### config.mk
export PLATFORM = sky130hd
export DESIGN_NAME = fp16_unpack_normalize
export DESIGN_NICKNAME = d
export VERILOG_FILES = /design/src/rtl/fp16_unpack_normalize.sv
export SDC_FILE = /design/constraint.sdc
export NUM_CORES = 1
export LEC_CHECK = 0
export BUFFER_PORTS_ARGS = -buffer_cell sky130_fd_sc_hd__buf_2
export CAP_MARGIN = 5
export CORE_MARGIN = 1
export CORE_UTILIZATION = 30
export CTS_CLUSTER_SIZE = 8
export DETAILED_ROUTE_END_ITERATION = 8
export HOLD_SLACK_MARGIN = 0.15
export MAX_ROUTING_LAYER = met4
export PLACE_DENSITY = 0.62
export SLEW_MARGIN = 0
export SYNTH_ARGS = -nofsm -noshare
export SYNTH_HDL_FRONTEND = slang
export SYNTH_SLANG_ARGS = --single-unit
### constraint.sdc
create_clock -name clk -period 2.3 [get_ports clk]
set_input_delay 0.46 -clock clk [delete_from_list [all_inputs] [get_ports clk]]
set_output_delay 0.46 -clock clk [all_outputs]
set_load 0.005 [all_outputs]
### src/rtl/fp16_unpack_normalize.sv
// fp16_unpack_normalize
//   Accepts an IEEE-754 half-precision word over a valid/ready handshake.
//   The word is unpacked into sign, biased exponent, explicit-leading-bit
//   mantissa and class flags. Subnormal inputs are then normalised by a
//   one-bit left shift per clock until the mantissa MSB is set.
//
// Ports
//   clk        : clock; all state updates on the rising edge
//   rst        : asynchronous active-low reset
//   in_data    : half word {sign, exp[4:0], frac[9:0]}
//   in_valid   : input word valid
//   in_ready   : block can take a word this cycle
//   out_valid  : result valid (only in the output state)
//   out_ready  : consumer takes the result this cycle
//   sign_out   : sign of the accepted word
//   exp_out    : 7-bit two's complement biased exponent (may be <= 0)
//   mant_out   : 11-bit mantissa with explicit leading bit
//   is_zero    : input was +/-0
//   is_inf     : input was +/-infinity
//   is_nan     : input was a NaN
//   norm_shift : number of left shifts applied during normalisation

module fp16_unpack_normalize (
    input  logic        clk,
    input  logic        rst,
    input  logic [15:0] in_data,
    input  logic        in_valid,
    output logic        in_ready,
    output logic        out_valid,
    input  logic        out_ready,
    output logic        sign_out,
    output logic [6:0]  exp_out,
    output logic [10:0] mant_out,
    output logic        is_zero,
    output logic        is_inf,
    output logic        is_nan,
    output logic [3:0]  norm_shift
);

    typedef enum logic [1:0] {StIdle, StNorm, StOut} state_e;

    state_e      state_q, state_d;

    logic        sign_q, sign_d;
    logic [6:0]  exp_q, exp_d;
    logic [10:0] mant_q, mant_d;
    logic        zero_q, zero_d;
    logic        inf_q, inf_d;
    logic        nan_q, nan_d;
    logic [3:0]  shift_q, shift_d;

    // Decoded view of the incoming word, used whenever a word is accepted
    logic        ld_sign;
    logic [6:0]  ld_exp;
    logic [10:0] ld_mant;
    logic        ld_zero, ld_inf, ld_nan;
    state_e      ld_state;

    logic        accept;

    // ------------------------------------------------------------------
    // Input decode
    // ------------------------------------------------------------------
    always_comb begin
        ld_sign  = in_data[15];
        ld_exp   = {2'b00, in_data[14:10]};
        ld_mant  = {1'b1, in_data[9:0]};
        ld_zero  = 1'b0;
        ld_inf   = 1'b0;
        ld_nan   = 1'b0;
        ld_state = StOut;
        if (in_data[14:10] == 5'd0) begin
            if (in_data[9:0] == 10'd0) begin
                ld_exp  = 7'd0;
                ld_mant = 11'd0;
                ld_zero = 1'b1;
            end else begin
                // Subnormal: start at exponent 1 with hidden bit clear,
                // NORM walks it down one shift per clock.
                ld_exp   = 7'd1;
                ld_mant  = {1'b0, in_data[9:0]};
                ld_state = StNorm;
            end
        end else if (in_data[14:10] == 5'd31) begin
            ld_inf = (in_data[9:0] == 10'd0);
            ld_nan = (in_data[9:0] != 10'd0);
        end
    end

    // ------------------------------------------------------------------
    // FSM: state register
    // ------------------------------------------------------------------
    always_ff @(posedge clk or negedge rst) begin
        if (!rst) begin
            state_q <= StIdle;
        end else begin
            state_q <= state_d;
        end
    end

    // ------------------------------------------------------------------
    // FSM: next state
    // ------------------------------------------------------------------
    always_comb begin
        state_d = state_q;
        unique case (state_q)
            StIdle: begin
                if (in_valid) state_d = ld_state;
            end
            StNorm: begin
                // Leave on the shift that moves a one into bit 10
                if (mant_q[9]) state_d = StOut;
            end
            StOut: begin
                if (out_ready) state_d = in_valid ? ld_state : StIdle;
            end
            default: state_d = StIdle;
        endcase
    end

    // ------------------------------------------------------------------
    // FSM: outputs
    // ------------------------------------------------------------------
    always_comb begin
        in_ready  = (state_q == StIdle) || ((state_q == StOut) && out_ready);
        out_valid = (state_q == StOut);
    end

    assign accept = in_valid & in_ready;

    // ------------------------------------------------------------------
    // Datapath next state
    // ------------------------------------------------------------------
    always_comb begin
        sign_d  = sign_q;
        exp_d   = exp_q;
        mant_d  = mant_q;
        zero_d  = zero_q;
        inf_d   = inf_q;
        nan_d   = nan_q;
        shift_d = shift_q;
        if (accept) begin
            sign_d  = ld_sign;
            exp_d   = ld_exp;
            mant_d  = ld_mant;
            zero_d  = ld_zero;
            inf_d   = ld_inf;
            nan_d   = ld_nan;
            shift_d = 4'd0;
        end else if (state_q == StNorm) begin
            mant_d  = {mant_q[9:0], 1'b0};
            exp_d   = exp_q - 7'd1;
            shift_d = shift_q + 4'd1;
        end
    end

    always_ff @(posedge clk or negedge rst) begin
        if (!rst) begin
            sign_q  <= 1'b0;
            exp_q   <= 7'd0;
            mant_q  <= 11'd0;
            zero_q  <= 1'b0;
            inf_q   <= 1'b0;
            nan_q   <= 1'b0;
            shift_q <= 4'd0;
        end else begin
            sign_q  <= sign_d;
            exp_q   <= exp_d;
            mant_q  <= mant_d;
            zero_q  <= zero_d;
            inf_q   <= inf_d;
            nan_q   <= nan_d;
            shift_q <= shift_d;
        end
    end

    assign sign_out   = sign_q;
    assign exp_out    = exp_q;
    assign mant_out   = mant_q;
    assign is_zero    = zero_q;
    assign is_inf     = inf_q;
    assign is_nan     = nan_q;
    assign norm_shift = shift_q;

endmodule

# Yosys cells after proc, flatten, opt, wreduce, memory -nomap -nowiden
# Cells that the tools add are included.
[word_totals]
ff_bits = 28
in_bits = 20
output_inout_bits = 28
wordCells = 48
[classes]
add_sub_neg = 2
n_eq_ne = 6
mux = 23
bitwise_logic = 1
reduce_logical = 8
[ops]
columns = ["operator", "n"]
rows = [
  ["2-to-1 mux 11 bit", 3],
  ["2-to-1 mux 7 bit", 3],
  ["2-to-1 mux 2 bit", 6],
  ["logical NOT 10 bit", 1],
  ["2-to-1 mux 10 bit", 1],
  ["nonzero test 10 bit", 1],
  ["2-to-1 mux 4 bit", 2],
  ["2-to-1 mux 1 bit", 7],
  ["subtractor 7 x 1 -> 7 bit (second input constant)", 1],
  ["case mux 2 bit (3 select lines)", 1],
  ["equality test 5 bit (second input constant)", 1],
  ["logical NOT 5 bit", 1],
  ["adder 4 x 1 -> 4 bit (second input constant)", 1],
  ["inequality test 2 bit (second input constant)", 2],
  ["AND reduction 3 bit", 1],
  ["equality test 2 x 1 -> 1 bit (second input constant)", 1],
  ["equality test 2 bit (second input constant)", 1],
  ["logical NOT 2 bit", 1],
  ["inequality test 2 x 1 -> 1 bit (second input constant)", 1],
  ["nonzero test 2 bit", 1],
  ["AND 1 bit", 1],
  ["logical AND 1 bit", 1],
  ["logical OR 1 bit", 1],
]

# Depth between registers and ports, before layout
[depth]
depth_word = 6
mapped_depth = 6
depth_no_buf = 6

# Least setup slack after synthesis
# OpenSTA, ideal clock, no wires.
[synth_timing]
kind = "reg-to-reg"
startpoint = "register exp_q[0], in the netlist exp_out[0]"
endpoint = "register exp_q[6], in the netlist exp_out[6]"
setup_time_ns = 0.066
arrival_time_ns = 1.762
required_time_ns = 2.234
setup_slack_ns = 0.472
stages_incl_launch_ff = 7
n_path_buf = 0
synth_period_minus_slack_ns = 1.828
path_cell_list = "dfrtp_1 > inv_1 > ha_1 > or3b_1 > or3_1 > or4_1 > nand2_1"
[synth_between]
elab_chain_len = 3
[synth_rtl]
columns = ["element", "line", "source"]
rows = [
  ["start: declaration", "45", "logic [6:0] exp_q, exp_d;"],
  ["start signal: assignment", "168", "exp_q <= exp_d;"],
  ["subtractor 7 x 1 -> 7 bit", "152", "exp_d = exp_q - 7'd1;"],
  ["2-to-1 mux 7 bit", "150", "end else if (state_q == StNorm) begin"],
  ["2-to-1 mux 7 bit", "142", "if (accept) begin"],
]
# No other way between the ends. The select of a mux whose other input is x is not followed.
# A chain may end at the register's enable or synchronous reset.

# Worst setup path in the final report
# Same ends and word-level chain as after synthesis.

==> summary.md <==
| Metric | Value |
|---|---|
| Status | completed |
| TritonCTS clock tree | done |
| Distinct cells, synth | 39 |
| Yosys warnings | 0 |
| WS Path Type | register to register |
| Reg clk slew, reported paths | 0.10 ns |
| Synth Register Bits | 28 |
| Worst r2r dst | exp_out[6] |
| RSZ-0062 raised after global routing | false |
| Most used DFF post-synth | dfrtp_1 |
| Ports | 48 |
| Tmin final | 1.92 ns |
| IO buf count | 47 |
| Final Max Tran Viols | 0 |
| Final worst slack | 0.383 ns |
| Synth area leaders | dfrtp_1 53%, a222oi_1 6.8%, nand2_1 4.0% |
| EDFF count, synth | 0 |
| Setup WS pre-CTS | 0.409 ns |
| Final Core Density | between 40% and 50% |
| Post-route clock period utilization | 83.3% |
| Top cell type's share of synthesized area | 53.1% |
| Overall Global Routing Usage | 15.4% |
| Clock Tree Buf Depth | 2 |
| Number of global-route vias before repair | approximately 1.1k |
| Final setup fails | 0 |
| Worst-path maximum fanout | 3 |
| R2R cell count | 6 |
| Maximum clock frequency | 522 MHz |
| Layout fillers | 424 |
| Met1 usage | 20.4% |
| VDD IR max | 0.372 mV |
| Clock latency on the worst-skew pair | ~0.27 ns |
| Routed len/inst | 14.3 um |
| Core region area | ~4000 sq um |
| Layout Nets | 197 |
| GPL Wtd Cong | 0.765 |
| Cells after synthesis | 128 |
| Least-Margin Pin Slew | 0.812 ns |
| Leak | 0.875 nW |
| Final Hold Fails | 0 |
| Post-CTS setup buffers | 0 |
| Starting DRT DRC Count | 120 |
| Worst EP arrival | 2.13 ns |
| Total congestion overflow | 0 |
| Vias | 1169 |
| Detailed Route WL | 3210 um |
| # rows | 23 |
| First-pass GRT wire length | 5090 um |
| Met2 Use GR | 23.5% |
| Root buffer cell | clkbuf_8 |
| Post-synth top area cell | dfrtp_1 |
| Clk_skew | between 0.002 and 0.003 ns |
| Chip width | approximately 70 um |
| Met3 Usage GRT | roughly 4.2% |
| Via density | 5.22 |
| Die Y-Extent | 68.3 um |
| Resized cells post-CTS | 0 |
| Total CTS buffers | 3 |
| Origin of the critical flop-to-flop path | exp_out[0] |
| Post-Syn Area | 1320 sq um |
| Hold Crit Class | input port to async pin |
| DP HPWL | 2330 um |
| Final ANT Viol Nets | 0 |
| Setup TNS Final | 0 ns |
| Ant. Diodes | 0 |
| Avg Cell Area, Syn | 10.3 sq um |
| TritonCTS Sinks | 28 |
| DRT Pass-1 Iters | 4 |
| H-tree Lvls | 1 |
| Post-synth ARST share | 100% |
| Syn_nets | 150 |
| Register area share after synthesis | 53.1% |
| CP Launch Type | register |
| Top Usage Layer GRT | met2 |
| Drt drc | 0 |
| CP required | roughly 2.5 ns |
| Area Overhead vs Synth | 27.2% |
| Largest net degree at the start of global routing | 29 |
| Initial Util | 32.1% |
| Share of cells above drive strength 1 | between 30% and 40% |
| R2R Setup Slk | 0.38 ns |
| Initial antenna violation count | 0 |
| Rel. slew slack | 45.5% |
| Die area | 4670 sq um |
| Max-Cap Viols | 0 |
| CP Capture Type | register |
| Hold-fix buffers at CTS | 0 |
| Power Dens Cells | roughly 710 nW/um^2 |
cell usage in the layout, fill, tap and decap left out, types with 3 or more instances in the layout:
| master | synthesis | final |
|---|---|---|
| a222oi_1 | 9 | 9 |
| buf_2 | 1 | 47 |
| clkbuf_8 | 0 | 3 |
| dfrtp_1 | 28 | 28 |
| inv_1 | 11 | 11 |
| nand2_1 | 14 | 14 |
| nor2_1 | 9 | 9 |
| nor2b_1 | 3 | 3 |
| nor4_1 | 3 | 3 |
| o21ai_0 | 7 | 7 |
cells by family (layout without fill, tap and decap cells):
family                     Yosys count  after routing  synth area share, %
xor gates and xnor gates             3              3                 1.99
muxes                                1              1                0.758
adders and majority gates            2              2                 1.90
and+or+nand+nor                     46             46                 18.5
DFF                                 28             28                 53.1
buffers and inverters               18             64                 5.40
AOI/OAI and AO/OA                   30             30                 18.4
cells in the mapped netlist, types with 2 or more instances:
library cell	n
or3_1	2
o211ai_1	2
nand3_1	2
dfrtp_1	28
a211oi_1	2
nor2b_1	3
nor4_1	3
a22o_1	2
o21ai_0	7
clkbuf_2	2
ha_1	2
nor2_1	9
xor2_1	2
o311ai_0	2
inv_1	11
a222oi_1	9
clkbuf_1	4
or4_1	2
nand2_1	14
critical path, cell delays in order (launching register included):
cell	delay, ns
dfrtp_1	0.40
inv_1	0.10
ha_1	0.18
or3b_1	0.38
or3_1	0.33
or4_1	0.40
nand2_1	0.08
sequential cells by signal, indices dropped and copies added (netlist names):
signal      count
state_q         2
mant_out       11
norm_shift      4
exp_out         7
is_zero         1
sign_out        1
is_inf          1
is_nan          1
report_power, final:
group          internal [W]  switching [W]  leakage, nW
Combinational      0.000102       0.000108        0.484
Sequential         0.000545      0.0000486        0.355
Clock              0.000233       0.000154       0.0357
routing by layer:
metal,vias up,part of all wire (%)
li1,559,-
met1,556,48
met2,49,45
met3,5,6.7
met4,0,0.84
met5,-,0
layout make-up:
type	instances	area (sq um)	area share, %
sequential	28	701	41.7
multi-input combinational	82	553	32.9
timing repair buffer	49	250	14.9
tap	50	62.6	3.73
clock buffer	3	41.3	2.46
inverter	11	41.3	2.46
clock inverter	1	30.0	1.79
stage by stage:
stage	hold WS [ns]	std cells	total power [W]	area, sq um
finish	0.188	224	0.00119	1680
global route	0.231	224	0.00127	1680
CTS	0.212	224	0.00121	1680
detailed placement	0.461	220	0.000816	1610
global placement	0.455	220	0.000813	1610
floorplan	0.164	128	0.000701	1320
worst max path at each step:
stage / from / to / slack, ns
floorplan: exp_out[0] / exp_out[6] / 0.47
global placement: exp_out[0] / exp_out[6] / 0.46
detailed placement: exp_out[0] / exp_out[6] / 0.41
CTS: exp_out[0] / exp_out[6] / 0.38
global route: exp_out[0] / exp_out[6] / 0.29
finish: exp_out[0] / exp_out[6] / 0.38
No activity file was read; power rests on OpenSTA's default activity.
